## config.mk

```make
export PLATFORM = sky130hd
export DESIGN_NAME = shift_register_sequencer_flat
export DESIGN_NICKNAME = d
export VERILOG_FILES = /design/src/rtl/shift_register_sequencer_if.sv /design/src/rtl/shift_register_sequencer.sv /design/src/flat_wrapper.sv
export SDC_FILE = /design/constraint.sdc
export NUM_CORES = 1
export LEC_CHECK = 0
export BUFFER_PORTS_ARGS = -buffer_cell sky130_fd_sc_hd__clkbuf_2
export CAP_MARGIN = 20
export CORE_AREA = 2 2 107 109
export DETAILED_ROUTE_END_ITERATION = 8
export DIE_AREA = 0 0 109 111
export GPL_TIMING_DRIVEN = 0
export PLACE_DENSITY = 0.52
export SLEW_MARGIN = 10
export SYNTH_ARGS = -nofsm -noshare
export SYNTH_HDL_FRONTEND = slang
export SYNTH_SLANG_ARGS = --single-unit
```

## constraint.sdc

```tcl
create_clock -name clock -period 2.52 [get_ports clock]
set_clock_uncertainty 0.1 [all_clocks]
set_input_delay 0.252 -clock clock [delete_from_list [all_inputs] [get_ports clock]]
set_output_delay 0.252 -clock clock [all_outputs]
set_load 0.005 [all_outputs]
```

## src/rtl/shift_register_sequencer_if.sv

```systemverilog
// Command, load-data and shift-register control bundle
// for the shift register sequencer.
interface shift_register_sequencer_if #(
    parameter int W = 128
);
    logic         io_cmd_valid;
    logic         io_cmd_ready;
    logic [1:0]   io_cmd_op;
    logic [3:0]   io_cmd_count;
    logic         io_cmd_tap;
    logic         io_in_valid;
    logic         io_in_ready;
    logic [W-1:0] io_in_data;
    logic         io_abort;
    logic         io_sr_enable;
    logic         io_sr_rev;
    logic         io_sr_cyc;
    logic         io_sr_tap;
    logic [W-1:0] io_sr_input;
    logic         io_busy;
    logic         io_done;
    logic [3:0]   io_steps;

    modport slave (
        input  io_cmd_valid, io_cmd_op, io_cmd_count, io_cmd_tap,
        input  io_in_valid, io_in_data, io_abort,
        output io_cmd_ready, io_in_ready,
        output io_sr_enable, io_sr_rev, io_sr_cyc, io_sr_tap,
        output io_sr_input, io_busy, io_done, io_steps
    );

    modport master (
        output io_cmd_valid, io_cmd_op, io_cmd_count, io_cmd_tap,
        output io_in_valid, io_in_data, io_abort,
        input  io_cmd_ready, io_in_ready,
        input  io_sr_enable, io_sr_rev, io_sr_cyc, io_sr_tap,
        input  io_sr_input, io_busy, io_done, io_steps
    );
endinterface

```

## src/rtl/shift_register_sequencer.sv

```systemverilog
// Sequences LOAD / rotate / shift commands onto a DEPTH-stage
// shift register, one enable per step.
module shift_register_sequencer #(
    parameter int W     = 128,
    parameter int DEPTH = 15
) (
    input logic                         clock,
    input logic                         reset_n,
    shift_register_sequencer_if.slave   bus
);
    typedef enum logic [1:0] {
        S_IDLE,
        S_LOAD,
        S_RUN,
        S_DONE
    } state_t;

    localparam logic [1:0] OP_LOAD = 2'd0;
    localparam logic [1:0] OP_FWD  = 2'd1;
    localparam logic [1:0] OP_SHR  = 2'd3;
    localparam logic [3:0] MAXC    = 4'(DEPTH);

    state_t       r_state;
    state_t       w_next;
    logic [1:0]   r_op;
    logic [3:0]   r_count;
    logic         r_tap;
    logic [3:0]   r_steps;
    logic [3:0]   w_steps_nxt;
    logic [3:0]   w_steps_inc;
    logic [3:0]   w_count_clamp;
    logic         w_accept;

    logic         w_cmd_ready;
    logic         w_in_ready;
    logic         w_en;
    logic         w_rev;
    logic         w_cyc;
    logic         w_tap;
    logic         w_done;
    logic [W-1:0] w_sr_input;

    assign w_count_clamp = (bus.io_cmd_count > MAXC) ? MAXC
                                                     : bus.io_cmd_count;
    assign w_accept    = (r_state == S_IDLE) && bus.io_cmd_valid;
    assign w_steps_inc = r_steps + 4'd1;

    always_ff @(posedge clock or negedge reset_n) begin
        if (!reset_n) begin
            r_state <= S_IDLE;
            r_op    <= 2'd0;
            r_count <= 4'd0;
            r_tap   <= 1'b0;
            r_steps <= 4'd0;
        end else begin
            r_state <= w_next;
            r_steps <= w_steps_nxt;
            if (w_accept) begin
                r_op    <= bus.io_cmd_op;
                r_count <= w_count_clamp;
                r_tap   <= bus.io_cmd_tap;
            end
        end
    end

    always_comb begin
        w_next      = r_state;
        w_steps_nxt = r_steps;
        w_cmd_ready = 1'b0;
        w_in_ready  = 1'b0;
        w_en        = 1'b0;
        w_rev       = 1'b0;
        w_cyc       = 1'b0;
        w_tap       = 1'b0;
        w_done      = 1'b0;
        w_sr_input  = '0;
        unique case (r_state)
            S_IDLE: begin
                w_cmd_ready = 1'b1;
                if (bus.io_cmd_valid) begin
                    w_steps_nxt = 4'd0;
                    if (w_count_clamp == 4'd0)
                        w_next = S_DONE;
                    else if (bus.io_cmd_op == OP_LOAD)
                        w_next = S_LOAD;
                    else
                        w_next = S_RUN;
                end
            end
            S_LOAD: begin
                w_tap      = r_tap;
                w_sr_input = bus.io_in_data;
                // abort wins over a completing handshake
                if (bus.io_abort) begin
                    w_next = S_IDLE;
                end else begin
                    w_in_ready = 1'b1;
                    w_en       = bus.io_in_valid;
                    if (bus.io_in_valid) begin
                        w_steps_nxt = w_steps_inc;
                        if (w_steps_inc == r_count)
                            w_next = S_DONE;
                    end
                end
            end
            S_RUN: begin
                w_tap = r_tap;
                w_rev = (r_op != OP_FWD);
                w_cyc = (r_op != OP_SHR);
                if (bus.io_abort) begin
                    w_next = S_IDLE;
                end else begin
                    w_en        = 1'b1;
                    w_steps_nxt = w_steps_inc;
                    if (w_steps_inc == r_count)
                        w_next = S_DONE;
                end
            end
            S_DONE: begin
                w_tap  = r_tap;
                w_done = 1'b1;
                w_next = S_IDLE;
            end
            default: w_next = S_IDLE;
        endcase
    end

    assign bus.io_cmd_ready = w_cmd_ready;
    assign bus.io_in_ready  = w_in_ready;
    assign bus.io_sr_enable = w_en;
    assign bus.io_sr_rev    = w_rev;
    assign bus.io_sr_cyc    = w_cyc;
    assign bus.io_sr_tap    = w_tap;
    assign bus.io_sr_input  = w_sr_input;
    assign bus.io_busy      = (r_state != S_IDLE);
    assign bus.io_done      = w_done;
    assign bus.io_steps     = r_steps;
endmodule
```

## src/flat_wrapper.sv

```systemverilog
// flat-port wrapper written by rule: the top's interface ports become plain ports
module shift_register_sequencer_flat 
#(
    parameter int W     = 128,
    parameter int DEPTH = 15
)
  (clock, reset_n, bus_io_cmd_valid, bus_io_cmd_op, bus_io_cmd_count, bus_io_cmd_tap, bus_io_in_valid, bus_io_in_data, bus_io_abort, bus_io_cmd_ready, bus_io_in_ready, bus_io_sr_enable, bus_io_sr_rev, bus_io_sr_cyc, bus_io_sr_tap, bus_io_sr_input, bus_io_busy, bus_io_done, bus_io_steps);
  shift_register_sequencer_if #(.W(W)) bus_i ();
  input logic clock;
  input logic reset_n;
  input wire logic [$bits(bus_i.io_cmd_valid)-1:0] bus_io_cmd_valid;
  input wire logic [$bits(bus_i.io_cmd_op)-1:0] bus_io_cmd_op;
  input wire logic [$bits(bus_i.io_cmd_count)-1:0] bus_io_cmd_count;
  input wire logic [$bits(bus_i.io_cmd_tap)-1:0] bus_io_cmd_tap;
  input wire logic [$bits(bus_i.io_in_valid)-1:0] bus_io_in_valid;
  input wire logic [$bits(bus_i.io_in_data)-1:0] bus_io_in_data;
  input wire logic [$bits(bus_i.io_abort)-1:0] bus_io_abort;
  output wire logic [$bits(bus_i.io_cmd_ready)-1:0] bus_io_cmd_ready;
  output wire logic [$bits(bus_i.io_in_ready)-1:0] bus_io_in_ready;
  output wire logic [$bits(bus_i.io_sr_enable)-1:0] bus_io_sr_enable;
  output wire logic [$bits(bus_i.io_sr_rev)-1:0] bus_io_sr_rev;
  output wire logic [$bits(bus_i.io_sr_cyc)-1:0] bus_io_sr_cyc;
  output wire logic [$bits(bus_i.io_sr_tap)-1:0] bus_io_sr_tap;
  output wire logic [$bits(bus_i.io_sr_input)-1:0] bus_io_sr_input;
  output wire logic [$bits(bus_i.io_busy)-1:0] bus_io_busy;
  output wire logic [$bits(bus_i.io_done)-1:0] bus_io_done;
  output wire logic [$bits(bus_i.io_steps)-1:0] bus_io_steps;
  assign bus_i.io_cmd_valid = bus_io_cmd_valid;
  assign bus_i.io_cmd_op = bus_io_cmd_op;
  assign bus_i.io_cmd_count = bus_io_cmd_count;
  assign bus_i.io_cmd_tap = bus_io_cmd_tap;
  assign bus_i.io_in_valid = bus_io_in_valid;
  assign bus_i.io_in_data = bus_io_in_data;
  assign bus_i.io_abort = bus_io_abort;
  assign bus_io_cmd_ready = bus_i.io_cmd_ready;
  assign bus_io_in_ready = bus_i.io_in_ready;
  assign bus_io_sr_enable = bus_i.io_sr_enable;
  assign bus_io_sr_rev = bus_i.io_sr_rev;
  assign bus_io_sr_cyc = bus_i.io_sr_cyc;
  assign bus_io_sr_tap = bus_i.io_sr_tap;
  assign bus_io_sr_input = bus_i.io_sr_input;
  assign bus_io_busy = bus_i.io_busy;
  assign bus_io_done = bus_i.io_done;
  assign bus_io_steps = bus_i.io_steps;
  shift_register_sequencer #(.W(W), .DEPTH(DEPTH)) u_core (.clock(clock), .reset_n(reset_n), .bus(bus_i));
endmodule
```

* Yosys cells after proc, flatten, opt, wreduce, memory -nomap -nowiden *
Index checks and enable logic that the tools add are counted.

cells by class
  multiplexer cells = 24
  eq/ne operators = 11
  multiply operators = 0
  shift-type cells = 0
  bitwise gates (word level) = 0
  $lt $le $gt $ge = 1
  reductions and logical operators = 9
  add/sub/neg operators = 1
  divide/modulo/power cells = 0

operator list
  operator               number
  $mux W128              1
  $mux W4                5
  $mux W2                7
  $pmux W4 S3            1
  $ne A2 B2 Y1 const B   5
  $mux W1                8
  $pmux W2 S4            1
  $reduce_and A5 Y1      1
  $add A4 B1 Y4 const B  1
  $eq A2 B2 Y1 const B   2
  $eq A4 B4 Y1           1
  $gt A4 B4 Y1 const B   1
  $logic_not A2 Y1       2
  $logic_not A4 Y1       1
  $ne A3 B3 Y1 const B   1
  $reduce_bool A3 Y1     1
  $reduce_or A3 Y1       1
  $eq A2 B1 Y1 const B   1
  $ne A2 B1 Y1 const B   1
  $pmux W1 S2            1
  $reduce_and A2 Y1      1
  $reduce_bool A2 Y1     1
  $logic_and A1 B1 Y1    1

word-level totals
  input bits = 140
  latch bits = 0
  logic and storage cells = 51
  ROM bits = 0
  RAM bits = 0
  register bits after elaboration = 13
  output and inout port bits = 140
  memories = 0

* Logic depth before layout (Yosys ltp) *
  depth after elaboration = 6
  mapped depth = 6
  depth with buffers taken out = 6

* Worst setup path before layout *
Ideal clock, no wire load.

  path type = register to register
  start = register u_core.r_steps[0], in the netlist u_core.bus.io_steps[0]
  end = register u_core.r_state[0]
  cell stages (with the launch flop) = 6
  setup slack = 0.623 ns
  buffers on the path = 0
  library setup time = 0.125 ns
  clock period less this slack = 1.897 ns
  data required time = 2.295 ns
  data arrival time = 1.672 ns
  cell sequence = dfrtp_1 > ha_1 > xor2_1 > a2111oi_4 > a32oi_1 > mux2_2

between the ends
  longest elaborated chain between the ends = 6
  elaborated cells between the ends (all ways) = 7
  those cells by class = 1 x add/sub; 1 x eq/ne; 5 x mux

ends and longest elaborated chain
  element                 RTL line                                                          source
  start, declared         shift_register_sequencer.sv:28                                    logic [3:0] r_steps;
  start signal, assigned  shift_register_sequencer.sv:57                                    r_steps <= w_steps_nxt;
  $add A4 B1 Y4 (*)       shift_register_sequencer.sv:46                                    assign w_steps_inc = r_steps + 4'd1;
  $eq A4 B4 Y1 (*)        shift_register_sequencer.sv:101, shift_register_sequencer.sv:115
  $mux W2 (*)             --
  $mux W2 (2 in series)   --
  $pmux W2 S4 (*)         --
  end signal, assigned    shift_register_sequencer.sv:56                                    r_state <= w_next;
  end, declared           shift_register_sequencer.sv:23                                    state_t r_state;

Mark *: on every way between the ends. The rest lies on a longest branch, timed or not. The select of a mux whose other input is x is not followed.
A chain may end at the register's enable or synchronous reset.

* Worst setup path in the final report *
  start = register u_core.r_state[1]
  end = output port bus_io_sr_input[46]

between the ends
  longest elaborated chain between the ends = 2

ends and longest elaborated chain
  element        RTL line                        source
  $eq A2 B1 Y1   shift_register_sequencer.sv:77  unique case (r_state)
  $mux W128      shift_register_sequencer.sv:77
  end, declared  flat_wrapper.sv:24              output wire logic [$bits(bus_i.io_sr_input)-1:0] bus_io_sr_input;

No other way between the ends.

==> key figures <==
Status
  • Outcome: finished clean

Drt
  • Drt first pass iters: 4
  • Final ANT Viol Nets: 0
  • WL/cell: 12.8 um
  • Detailed Route WL: between 8000 and 9000 um
  • Iteration-0 DRC Markers: between 100 and 150
  • DRC: 0
  • DR vias: 2497
  • Routed vias/inst: just under 4

STA
  • Fin worst setup slack: between 0.2 and 0.25 ns
  • Final setup viols: 0
  • Actual slew at the worst max-slew pin: 0.331 ns
  • Worst slew margin: around 78%
  • Maximum clock frequency: 432 MHz
  • Setup TNS: 0 ns
  • RSZ-0062 raised after global routing: false
  • Hold Violations, Final: 0
  • Crit path time final: 2.32 ns
  • Final worst path period share: 91.9%
  • Pins Over Slew Limit: 0

Finish
  • Filler Cell Count: 1194
  • Design area: roughly 3300 sq um
  • Register Area: 325 sq um
  • Multi-input gate area: 1270 sq um
  • Fraction of layout instances using a drive strength above 1: 59.9%
  • Most common cell after layout, fill and taps aside: clkbuf_2
  • Area Growth Syn to Fin: 99.9%
  • Final net count: 648
  • # diodes: 0
  • Post-route insts no fill: approximately 640
  • Most frequent cells in the layout: clkbuf_2 (282), and2_1 (129), dfrtp_1 (13), clkbuf_1 (10), mux2_2 (10)

Setup path
  • Crit path DAT: 1.96 ns
  • FF-to-FF path depth: 6
  • Reg2Reg Capture Point: u_core.r_state[0]
  • Reg2reg setup slack: 0.49 ns
  • Worst Setup Path Type: flop to output port
  • Worst r2r src: u_core.r_state[1]
  • CP max FO: 10
  • Startpoint types: flop
  • WP data required: 2.17 ns
  • Worst setup EP type: output port

Floorplan
  • Die area: 12100 sq um
  • Initial Util: 15.1%
  • Io pins: 280
  • Core Region: between 10000 and 15000 sq um
  • # rows: 39
  • Die width: 109 um
  • Die height: between 100 and 150 um

Place
  • IO buf count: between 200 and 300
  • Routability cong.: 0.831
  • Place WS: 0.110 ns
  • Placed inst area: between 3000 and 4000 sq um
  • # placed instances: 639
  • DPL Wire Length: 7270 um

Logic synthesis
  • Post-synthesis cell type count: 26
  • Syn Inst Count: 217
  • Synth Register Bits: 13
  • Mapped Area: 1670 sq um
  • Yosys Warn Count: 0
  • Syn Nets: 363
  • Syn_area_per_cell: a little under 8 sq um
  • Sequential area share after synthesis: 19.4%

Hold path
  • HP Class: input port to flop
  • Hold Startpoint: bus_io_cmd_tap
  • Min-Delay Endpoint: u_core.r_tap
  • Hold Path Depth: 2

CTS
  • Cts bufs inserted: 3
  • CTS root buf: clkbuf_16
  • H-tree Lvls: 1
  • Deepest clock path buffer count: 2
  • Setup bufs post-CTS: 0
  • TritonCTS clock tree: yes
  • Skew-Pair Late Insertion Delay: approximately 0.24 ns
  • Clock Sinks: 13
  • Clock-pin slew on the worst setup and hold paths: 0.04 ns

Global route
  • Most Crowded Layer GR: met2
  • Met1 GRT Util: around 14%
  • Initial antenna violation count: 0
  • M3 GR Usage: 0.823%
  • First-pass GRT wire length: 11500 um
  • Total GRT Usage: 11.9%
  • Pin count of the biggest net entering global routing: 14
  • Met2 global-route usage: a little over a fifth
  • Congestion Overflow GR: 0
  • Vias in the first global route: 2288

Pwr
  • Pleak: approximately 2.0 nW
  • Peak supply drop: 0.000499 V
  • Cell Pwr Density: 833 nW/um^2
  • Power, Total: around 0.0028 W

Flow run
  • Max cap viols: 0
-- worst max path at each step --
stage	start	to	slack (ns)
4_1_cts	u_core.r_state[1]	bus_io_sr_input[65]	0.07
3_5_place_dp	u_core.r_state[1]	bus_io_sr_input[65]	0.11
2_1_floorplan	u_core.bus.io_steps[0]	u_core.r_state[0]	0.62
6_report	u_core.r_state[1]	bus_io_sr_input[46]	0.20
5_1_grt	u_core.r_state[1]	bus_io_sr_input[74]	0.006
3_3_place_gp	u_core.r_state[1]	bus_io_sr_input[58]	0.14
-- Yosys cell counts --
library cell	instances	share of area, %
xor2_1	2	1.0
nand2_1	2	0.45
or4_1	1	0.45
a21bo_2	1	0.60
nor3_1	1	0.30
and2_1	129	48
nor2b_1	5	1.9
o22ai_1	1	0.37
ha_1	6	4.5
nor2b_4	1	0.82
o21ai_0	1	0.30
nand2b_1	1	0.37
a32oi_1	1	0.52
inv_1	6	1.3
dfrtp_1	13	19
a2111oi_4	1	1.6
clkbuf_1	14	3.1
nor2_1	5	1.1
xnor2_1	4	2.1
mux2_2	10	6.7
nand4_1	1	0.37
a21boi_0	2	0.90
o2bb2ai_1	2	1.0
a21oi_1	3	0.90
a31oi_1	3	1.1
nand3_1	1	0.30
-- final cells by class --
class                           instances  share of cell area (%)
Buffer                                 14                    1.72
Inverter                                6                   0.674
Timing Repair Buffer                  280                    42.1
Multi-Input combinational cell        184                    38.1
Sequential cell                        13                    9.73
Tap cell                              143                    5.35
Clock inverter                          1                   0.150
Clock buffer                            3                    2.25
-- critical path, cell delays in order, from the launching register on --
cell      delay (ns)
dfrtp_1         0.42
inv_1           0.10
ha_1            0.28
buf_2           0.30
clkbuf_1        0.30
and2_1          0.19
clkbuf_2        0.12
-- report_power, final --
part	switching (W)	internal, W
clock	0.0000897	0.000211
combinational	0.00101	0.00106
sequential	0.000101	0.000316
-- sequential cells by signal, summed over array words and instances, names as in the netlist --
register             count
u_core.r_state           2
u_core.r_op              2
u_core.r_count           4
u_core.r_tap             1
u_core.bus.io_steps      4
-- metrics by stage --
| stage | util, % | hold slack (ns) |
|---|---|---|
| after global placement | 29.3 | 0.0629 |
| after CTS | 30.1 | 0.147 |
| after floorplan | - | -0.144 |
| final | 30.2 | 0.148 |
| after detailed placement | 29.3 | 0.0663 |
| after global routing | 30.2 | 0.158 |
-- routing by layer --
metal | part of all wire (%) | wire (um)
met1 | 40 | 3290
met2 | 50 | 4140
met3 | 6.7 | 550
met4 | 2.8 | 231
met5 | 0 | 0
-- cell families (layout without fill, tap and decap cells) --
| group | count (synthesis) | in the layout | share of synthesized area (%) |
|---|---|---|---|
| muxes | 10 | 10 | 6.73 |
| xor gates and xnor gates | 6 | 6 | 3.14 |
| DFF | 13 | 13 | 19.4 |
| buffers and inverters | 20 | 304 | 4.49 |
| AOI/OAI and AO/OA | 15 | 15 | 7.40 |
| and+or+nand+nor | 147 | 147 | 54.3 |
| adders and majority gates | 6 | 6 | 4.49 |
-- repair_timing --
item,CTS,global route
hold buffers,1,0
cloned,0,0
setup endpoints to repair,100,25
endpoints found under the hold margin,13,0
gates resized for setup,1,7
Power figures use the tool's default switching activity.
